[src/rtl/subtrator_serial.sv]
// Bit-serial subtractor/adder: one full-subtractor/full-adder cell, one bit per clock, LSB first.
// Optional signed-overflow flag enabled by defining SUBTRATOR_SERIAL_OVERFLOW_EN.
module subtrator_serial #(
  parameter int WIDTH = 6
) (
  input  logic             clk,
  input  logic             reset,
  input  logic             start,
  input  logic             modo,
  input  logic [WIDTH-1:0] a,
  input  logic [WIDTH-1:0] b,
  input  logic             emprestaEntrada,
  output logic [WIDTH-1:0] diferenca,
  output logic             emprestaFinal,
  output logic             ocupado,
  output logic             pronto,
  output logic             overflow
);

  localparam int CW = $clog2(WIDTH);
  localparam logic [CW-1:0] LAST_BIT = CW'(WIDTH - 1);

  typedef enum logic [1:0] {
    OCIOSO  = 2'd0,
    CALCULA = 2'd1,
    PRONTO  = 2'd2
  } estado_t;

  estado_t          estado_r;
  logic [CW-1:0]    count_r;
  logic [WIDTH-1:0] aShift_r;
  logic [WIDTH-1:0] bShift_r;
  logic [WIDTH-1:0] dShift_r;
  logic             modo_r;
  logic             emp_r;

  logic             aBit_s;
  logic             bBit_s;
  logic             dBit_s;
  logic             empNext_s;
  logic             lastBit_s;
  logic [WIDTH-1:0] resultNext_s;

`ifdef SUBTRATOR_SERIAL_OVERFLOW_EN
  logic             ovf_r;
  logic             ovfNext_s;
`endif

  // Single serial cell: current bit, next borrow/carry and the result with this bit shifted in.
  always_comb begin
    aBit_s       = aShift_r[0];
    bBit_s       = bShift_r[0];
    dBit_s       = aBit_s ^ bBit_s ^ emp_r;
    if (modo_r) begin
      empNext_s = (aBit_s & bBit_s) | (aBit_s & emp_r) | (bBit_s & emp_r);
    end else begin
      empNext_s = (~aBit_s & bBit_s) | (~(aBit_s ^ bBit_s) & emp_r);
    end
    lastBit_s    = (count_r == LAST_BIT);
    resultNext_s = {dBit_s, dShift_r[WIDTH-1:1]};
  end

`ifdef SUBTRATOR_SERIAL_OVERFLOW_EN
  // On the last cycle the cell sees the operand MSBs, so overflow is decided from them.
  always_comb begin
    if (modo_r) begin
      ovfNext_s = (aBit_s == bBit_s) & (dBit_s != aBit_s);
    end else begin
      ovfNext_s = (aBit_s != bBit_s) & (dBit_s != aBit_s);
    end
  end

  assign overflow = ovf_r;
`else
  assign overflow = 1'b0;
`endif

  // Control FSM and datapath; visible outputs only change on the edge entering PRONTO.
  always_ff @(posedge clk) begin
    if (reset) begin
      estado_r      <= OCIOSO;
      count_r       <= '0;
      aShift_r      <= '0;
      bShift_r      <= '0;
      dShift_r      <= '0;
      modo_r        <= 1'b0;
      emp_r         <= 1'b0;
      diferenca     <= '0;
      emprestaFinal <= 1'b0;
      ocupado       <= 1'b0;
      pronto        <= 1'b0;
`ifdef SUBTRATOR_SERIAL_OVERFLOW_EN
      ovf_r         <= 1'b0;
`endif
    end else begin
      case (estado_r)
        OCIOSO, PRONTO: begin
          pronto <= 1'b0;
          if (start) begin
            aShift_r <= a;
            bShift_r <= b;
            dShift_r <= '0;
            modo_r   <= modo;
            emp_r    <= emprestaEntrada;
            count_r  <= '0;
            ocupado  <= 1'b1;
            estado_r <= CALCULA;
          end else begin
            ocupado  <= 1'b0;
            estado_r <= OCIOSO;
          end
        end
        CALCULA: begin
          aShift_r <= {1'b0, aShift_r[WIDTH-1:1]};
          bShift_r <= {1'b0, bShift_r[WIDTH-1:1]};
          dShift_r <= resultNext_s;
          emp_r    <= empNext_s;
          if (lastBit_s) begin
            diferenca     <= resultNext_s;
            emprestaFinal <= empNext_s;
`ifdef SUBTRATOR_SERIAL_OVERFLOW_EN
            ovf_r         <= ovfNext_s;
`endif
            ocupado       <= 1'b0;
            pronto        <= 1'b1;
            estado_r      <= PRONTO;
          end else begin
            count_r  <= count_r + CW'(1);
            ocupado  <= 1'b1;
            pronto   <= 1'b0;
            estado_r <= CALCULA;
          end
        end
        default: begin
          ocupado  <= 1'b0;
          pronto   <= 1'b0;
          estado_r <= OCIOSO;
        end
      endcase
    end
  end

endmodule

[config.mk]
export PLATFORM = sky130hd
export DESIGN_NAME = subtrator_serial
export DESIGN_NICKNAME = d
export VERILOG_FILES = /design/src/rtl/subtrator_serial.sv
export SDC_FILE = /design/constraint.sdc
export NUM_CORES = 1
export LEC_CHECK = 0
export ABC_AREA = 1
export CORE_MARGIN = 5
export CORE_UTILIZATION = 43
export DETAILED_ROUTE_END_ITERATION = 7
export MAX_ROUTING_LAYER = met4
export PLACE_DENSITY = 0.76
export SETUP_SLACK_MARGIN = 0.4
export SLEW_MARGIN = 5
export SYNTH_ARGS = -nofsm -noshare
export SYNTH_HDL_FRONTEND = slang
export SYNTH_SLANG_ARGS = --single-unit
[constraint.sdc]
create_clock -name clk -period 1.45 [get_ports clk]
set_input_delay 0.29 -clock clk [delete_from_list [all_inputs] [get_ports clk]]
set_output_delay 0.29 -clock clk [all_outputs]
set_load 0.02 [all_outputs]
Word-level counts from Yosys, hierarchy flattened
Cells that the tools add are included.

storage, ports and cells
  output and inout port bits = 10
  register bits = 34
  logic and storage cells = 57

cells by class
  reduce and logical (&&, ||, !) cells = 8
  multiplexer cells = 19
  add/subtract/negate cells = 1
  equal/unequal tests = 5
  bitwise operators = 13

operators with widths
  operator               number
  $pmux W6 S2            3
  $mux W6                3
  $mux W1                6
  $mux W3                2
  $pmux W3 S2            1
  $reduce_and A2 Y1      3
  $and A1 B1 Y1          5
  $ne A2 B2 Y1 const B   2
  $pmux W1 S2            2
  $pmux W2 S2            1
  $reduce_or A2 Y1       2
  $add A3 B1 Y3 const B  1
  $eq A3 B3 Y1 const B   1
  $not A1 Y1             3
  $or A1 B1 Y1           3
  $reduce_and A3 Y1      1
  $eq A2 B1 Y1 const B   1
  $eq A2 B2 Y1 const B   1
  $logic_not A2 Y1       1
  $mux W2                1
  $reduce_bool A2 Y1     1
  $xor A1 B1 Y1          2

Depth between registers and ports, before layout
  depth after elaboration = 6
  mapped depth = 10
  depth with buffers taken out = 10

Worst setup path before layout
No wires, ideal clock.

  path kind = register to register
  start = register bShift_r[0]
  end = register emprestaFinal
  clock period less this slack = 1.198 ns
  required time = 1.385 ns
  stages on the path, launching flop included = 6
  setup time = 0.065 ns
  data arrival time = 1.133 ns
  slack = 0.252 ns
  path through = dfxtp_1 -> inv_1 -> fa_1 -> o21ai_0 -> o21ai_0 -> nor2_1

on the way
  longest elaborated chain between the ends = 5
  elaborated cells between the ends (all ways) = 10
  classes of those cells = mux (1); bitwise (9)

RTL lines
  item                      line  RTL
  start: declaration        32    logic [WIDTH-1:0] bShift_r;
  start signal: assignment  115   bShift_r <= {1'b0, bShift_r[WIDTH-1:1]};
  $xor A1 B1 Y1             57    empNext_s = (~aBit_s & bBit_s) | (~(aBit_s ^ bBit_s) & emp_r);
  $not A1 Y1                57
  $and A1 B1 Y1             57
  $or A1 B1 Y1              57
  $mux W1 (*)               54    if (modo_r) begin
  end signal: assignment    120   emprestaFinal <= empNext_s;
  end: declaration          14    output logic emprestaFinal,

Every way passes the cells marked *; elsewhere a longest branch is shown, timed or not.
A chain may end at the register's enable or synchronous reset.

Worst setup path in the final report
  start = register emp_r
  end = register emp_r

on the way
  longest elaborated chain between the ends = 5
  elaborated cells between the ends (all ways) = 8
  classes of those cells = mux (2); bitwise (6)

RTL lines
  item                       line  RTL
  start: declaration         35    logic emp_r;
  start signal: assignment   104   emp_r <= emprestaEntrada;
  start signal: assignment   117   emp_r <= empNext_s;
  $and A1 B1 Y1              55    empNext_s = (aBit_s & bBit_s) | (aBit_s & emp_r) | (bBit_s & emp_r);
  $or A1 B1 Y1 (2 in a row)  55
  $mux W1 (*)                54
  $pmux W1 S2 (*)            96    case (estado_r)

Marked as above.

==> results.md <==
* Run status: finished clean
* Core area at slightly above 0.003 mm2
* Drt pass-1 iters at 4
* Synth Register Bits at 32
* Initial DRC count at 38
* Setup TNS at 0 ns
* Starting Density at approximately 45%
* Library cells used by synthesis at 23
* Post-route ant nets at 0
* TritonCTS clock tree: built
* Synth Flop Type: dfxtp_1
* Worst reg2reg path depth at 5
* Fmax at roughly 0.83 GHz
* Crit path kind: reg -> reg
* Worst-skew pair later-pin latency at approximately 0.33 ns
* GR Util met3 at around 3%
* Clock Power Share at about 29%
* Number of flops mapped to enable cells by yosys at 0
* Worst endpoint required time at 1.72 ns
* CP Launch Point: emp_r$_SDFFE_PP0P_
* GR Util met1 at 16.63%
* Vias in the first global route at around 1.2k
* Most common cell after layout, fill and taps aside: nand2_1
* Post-synthesis sequential area ratio at between 40% and 50%
* CTS sink count at 32
* PD cells at 916.4 mW/mm2
* Drt via density at around 4.6
* Largest family of logic cells by synthesized area: simple AND/OR/NAND/NOR gates
* Area leader, netlist: dfxtp_1
* Die width at approximately 66 um
* Synth Area in Adders at 4.797%
* Most used routing layer: met2
* Mux contribution to synthesized area at 0%
* Hold Fails Final Rpt at 0
* Final Instance Area at ~0.0020 mm2
* Port Buffer Count at 25
* Worst EP arrival at 1.47 ns
* Simple-gate share of the synthesized area at between 20% and 30%
* Comb pwr share at about a fifth
* DRC violations left at 0
* Top cells by area, synth: dfxtp_1 47%, nand2_1 10%, nor2_1 7.7%
* Htree depth at 2
* Slew Viols, Final at 0
* Sw Pwr at between 0.0005 and 0.0006 W
* Top cell type's share of synthesized area at between 40 and 50%
* Cell Area, Synth at roughly 0.0014 mm2
* R2R Path End: emp_r$_SDFFE_PP0P_
* Clock period minus worst slack at between 1 and 1.5 ns
* P&R area growth vs syn at 48.43%
* Utilization after layout at between 60% and 70%
* Post-DR wirelength/cell at 11.44 um
* Global route overflow at 0
* Leading cell types in the layout, fill and taps excluded: 30 x nand2_1, 27 x nor2_1, 17 x dfxtp_1, 15 x clkdlybuf4s50_1, 14 x buf_6
* Int Pwr at 0.001325 W
* Setup crit end kind: flop
* Worst IR Drop VDD at between 0.5 and 0.6 mV
* Nets@finish at roughly 240
* Hold crit path type: reg -> reg
* CTS root buf: clkbuf_4
* Critical path endpoint: emp_r$_SDFFE_PP0P_
* Syn avg cell area at between 7 and 8 um2
* Max cap viols at 0
* DP Area at ~0.0017 mm2
* Largest net degree at the start of global routing at 14
* Warnings, synthesis at 0
* Share of cells above drive strength 1 at about 40%
* Switching Fraction at 28.15%
* Die Area at about 0.0044 mm2
* CTS Buf Count at 5
* Met2 usage at around 24%
* Inserted Diodes at 0
* Die Ht at roughly 66 um
* LEAKAGE at approximately 0.87 nW
* R2R Setup Slk at roughly 0.25 ns
* Synth Area in Compound Gates at between 9 and 10%
* Via Count at 1188
* Fin crit share at 82.65%
* XOR/XNOR share of the synthesized area at 0%
* CTS Buffer Depth at 2
* Startpoint Class: flop
* Clock Pin Slew Worst Setup and Hold Paths at 0.10 ns
* GRT Util Overall at 14.38%
* Sequential power share at around 52%
* # setup viols final at 0
* Cells after Synth at approximately 170
* I/O pin count at 27
* Final Wtd Congestion at roughly 0.73
* Post-DP HPWL at about 1.9 mm
* Initial antenna violation count at 0
* Num rows at 20
* Drt total wl at roughly 3.0 mm
* Mapped Nets at just under 200
* Crit Reg-Reg Startpoint: emp_r$_SDFFE_PP0P_
* Worst Clk Skew at 0.003633 ns
* CP Max Fanout at 3
* RSZ-0062 raised after global routing: true
* Post-synth ARST share at 0%
* First-pass GRT wire length at around 4.8 mm
-- routing by layer --
metal | part of all wire [%] | wire length (um)
met4 | 2.1 | 62
met2 | 51 | 1508
met1 | 44 | 1313
met3 | 3.0 | 90
met5 | 0 | 0
-- power by group through the flow --
stage	Sequential (W)	Clock, W	Combinational (W)
detailed placement	0.000983	0	0.000259
CTS	0.000965	0.000549	0.000290
finish	0.000965	0.000533	0.000346
global route	0.000972	0.000586	0.000383
global placement	0.000983	0	0.000257
floorplan	0.000979	0	0.000177
-- sequential cells by signal, summed over array words and instances, names as in the netlist --
name / flops
emprestaFinal: 1
dShift_r: 5
diferenca: 6
aShift_r: 6
emp_r: 1
estado_r: 2
count_r: 3
modo_r: 1
pronto: 1
bShift_r: 6
-- cell usage after synthesis, types with 2 or more instances --
| cell | number |
|---|---|
| nor2_1 | 28 |
| nand3_1 | 6 |
| buf_4 | 2 |
| a21oi_1 | 11 |
| nor3_1 | 9 |
| nand2_2 | 2 |
| inv_1 | 10 |
| inv_2 | 3 |
| fa_1 | 2 |
| buf_6 | 2 |
| nand2_1 | 37 |
| o21ai_0 | 15 |
| nand2_4 | 3 |
| dfxtp_1 | 32 |
| clkbuf_1 | 3 |
| ha_1 | 2 |
-- layout make-up --
cell class,count,area (um2)
clock inverter,2,10.01
timing repair buffer,40,407.9
fill,246,1015
inverter,15,73.82
tap,44,55.05
multi-input combinational,121,745.7
clock buffer,6,51.30
sequential,32,669.4
-- kinds of logic after synthesis --
kind of cell	after synthesis
fa+ha+maj	4
simple gates	88
flops	32
buf+inv	22
compound gates	27
other cells	1
-- through the flow --
stage / power (W) / instances / hold WS (ns) / setup WS (ns)
6_report: 0.001845 / 260 / 0.4660 / 0.2515
5_1_grt: 0.001941 / 260 / 0.4827 / 0.2134
4_1_cts: 0.001805 / 255 / 0.4653 / 0.2771
3_5_place_dp: 0.001243 / 242 / 0.4511 / 0.04119
3_3_place_gp: 0.001240 / 242 / 0.4483 / 0.06000
2_1_floorplan: 0.001156 / 174 / 0.4359 / 0.3238
-- worst min path at each step --
stage | start | to | cells after the start
4_1_cts | aShift_r[5]$_SDFFE_PP0P_ | aShift_r[5]$_SDFFE_PP0P_ | 2
6_report | aShift_r[5]$_SDFFE_PP0P_ | aShift_r[5]$_SDFFE_PP0P_ | 2
5_1_grt | aShift_r[5]$_SDFFE_PP0P_ | aShift_r[5]$_SDFFE_PP0P_ | 2
2_1_floorplan | aShift_r[5]$_SDFFE_PP0P_ | aShift_r[5]$_SDFFE_PP0P_ | 2
3_3_place_gp | aShift_r[5]$_SDFFE_PP0P_ | aShift_r[5]$_SDFFE_PP0P_ | 2
3_5_place_dp | aShift_r[5]$_SDFFE_PP0P_ | aShift_r[5]$_SDFFE_PP0P_ | 2
-- worst max-delay path, stage by stage, from the launching register on --
cell	delay, ns
dfxtp_2	0.37
inv_2	0.04
fa_2	0.34
o21ai_2	0.16
nand2_1	0.09
a21oi_2	0.12
-- timing repair --
item / CTS / global route
gates cloned: 0 / 2
hold buffers: 0 / 0
setup buffers: 5 / 3
resized for setup: 66 / 44
endpoints found under the setup margin: 38 / 40
pin swaps: 4 / 12
Power figures use the tool's default switching activity.
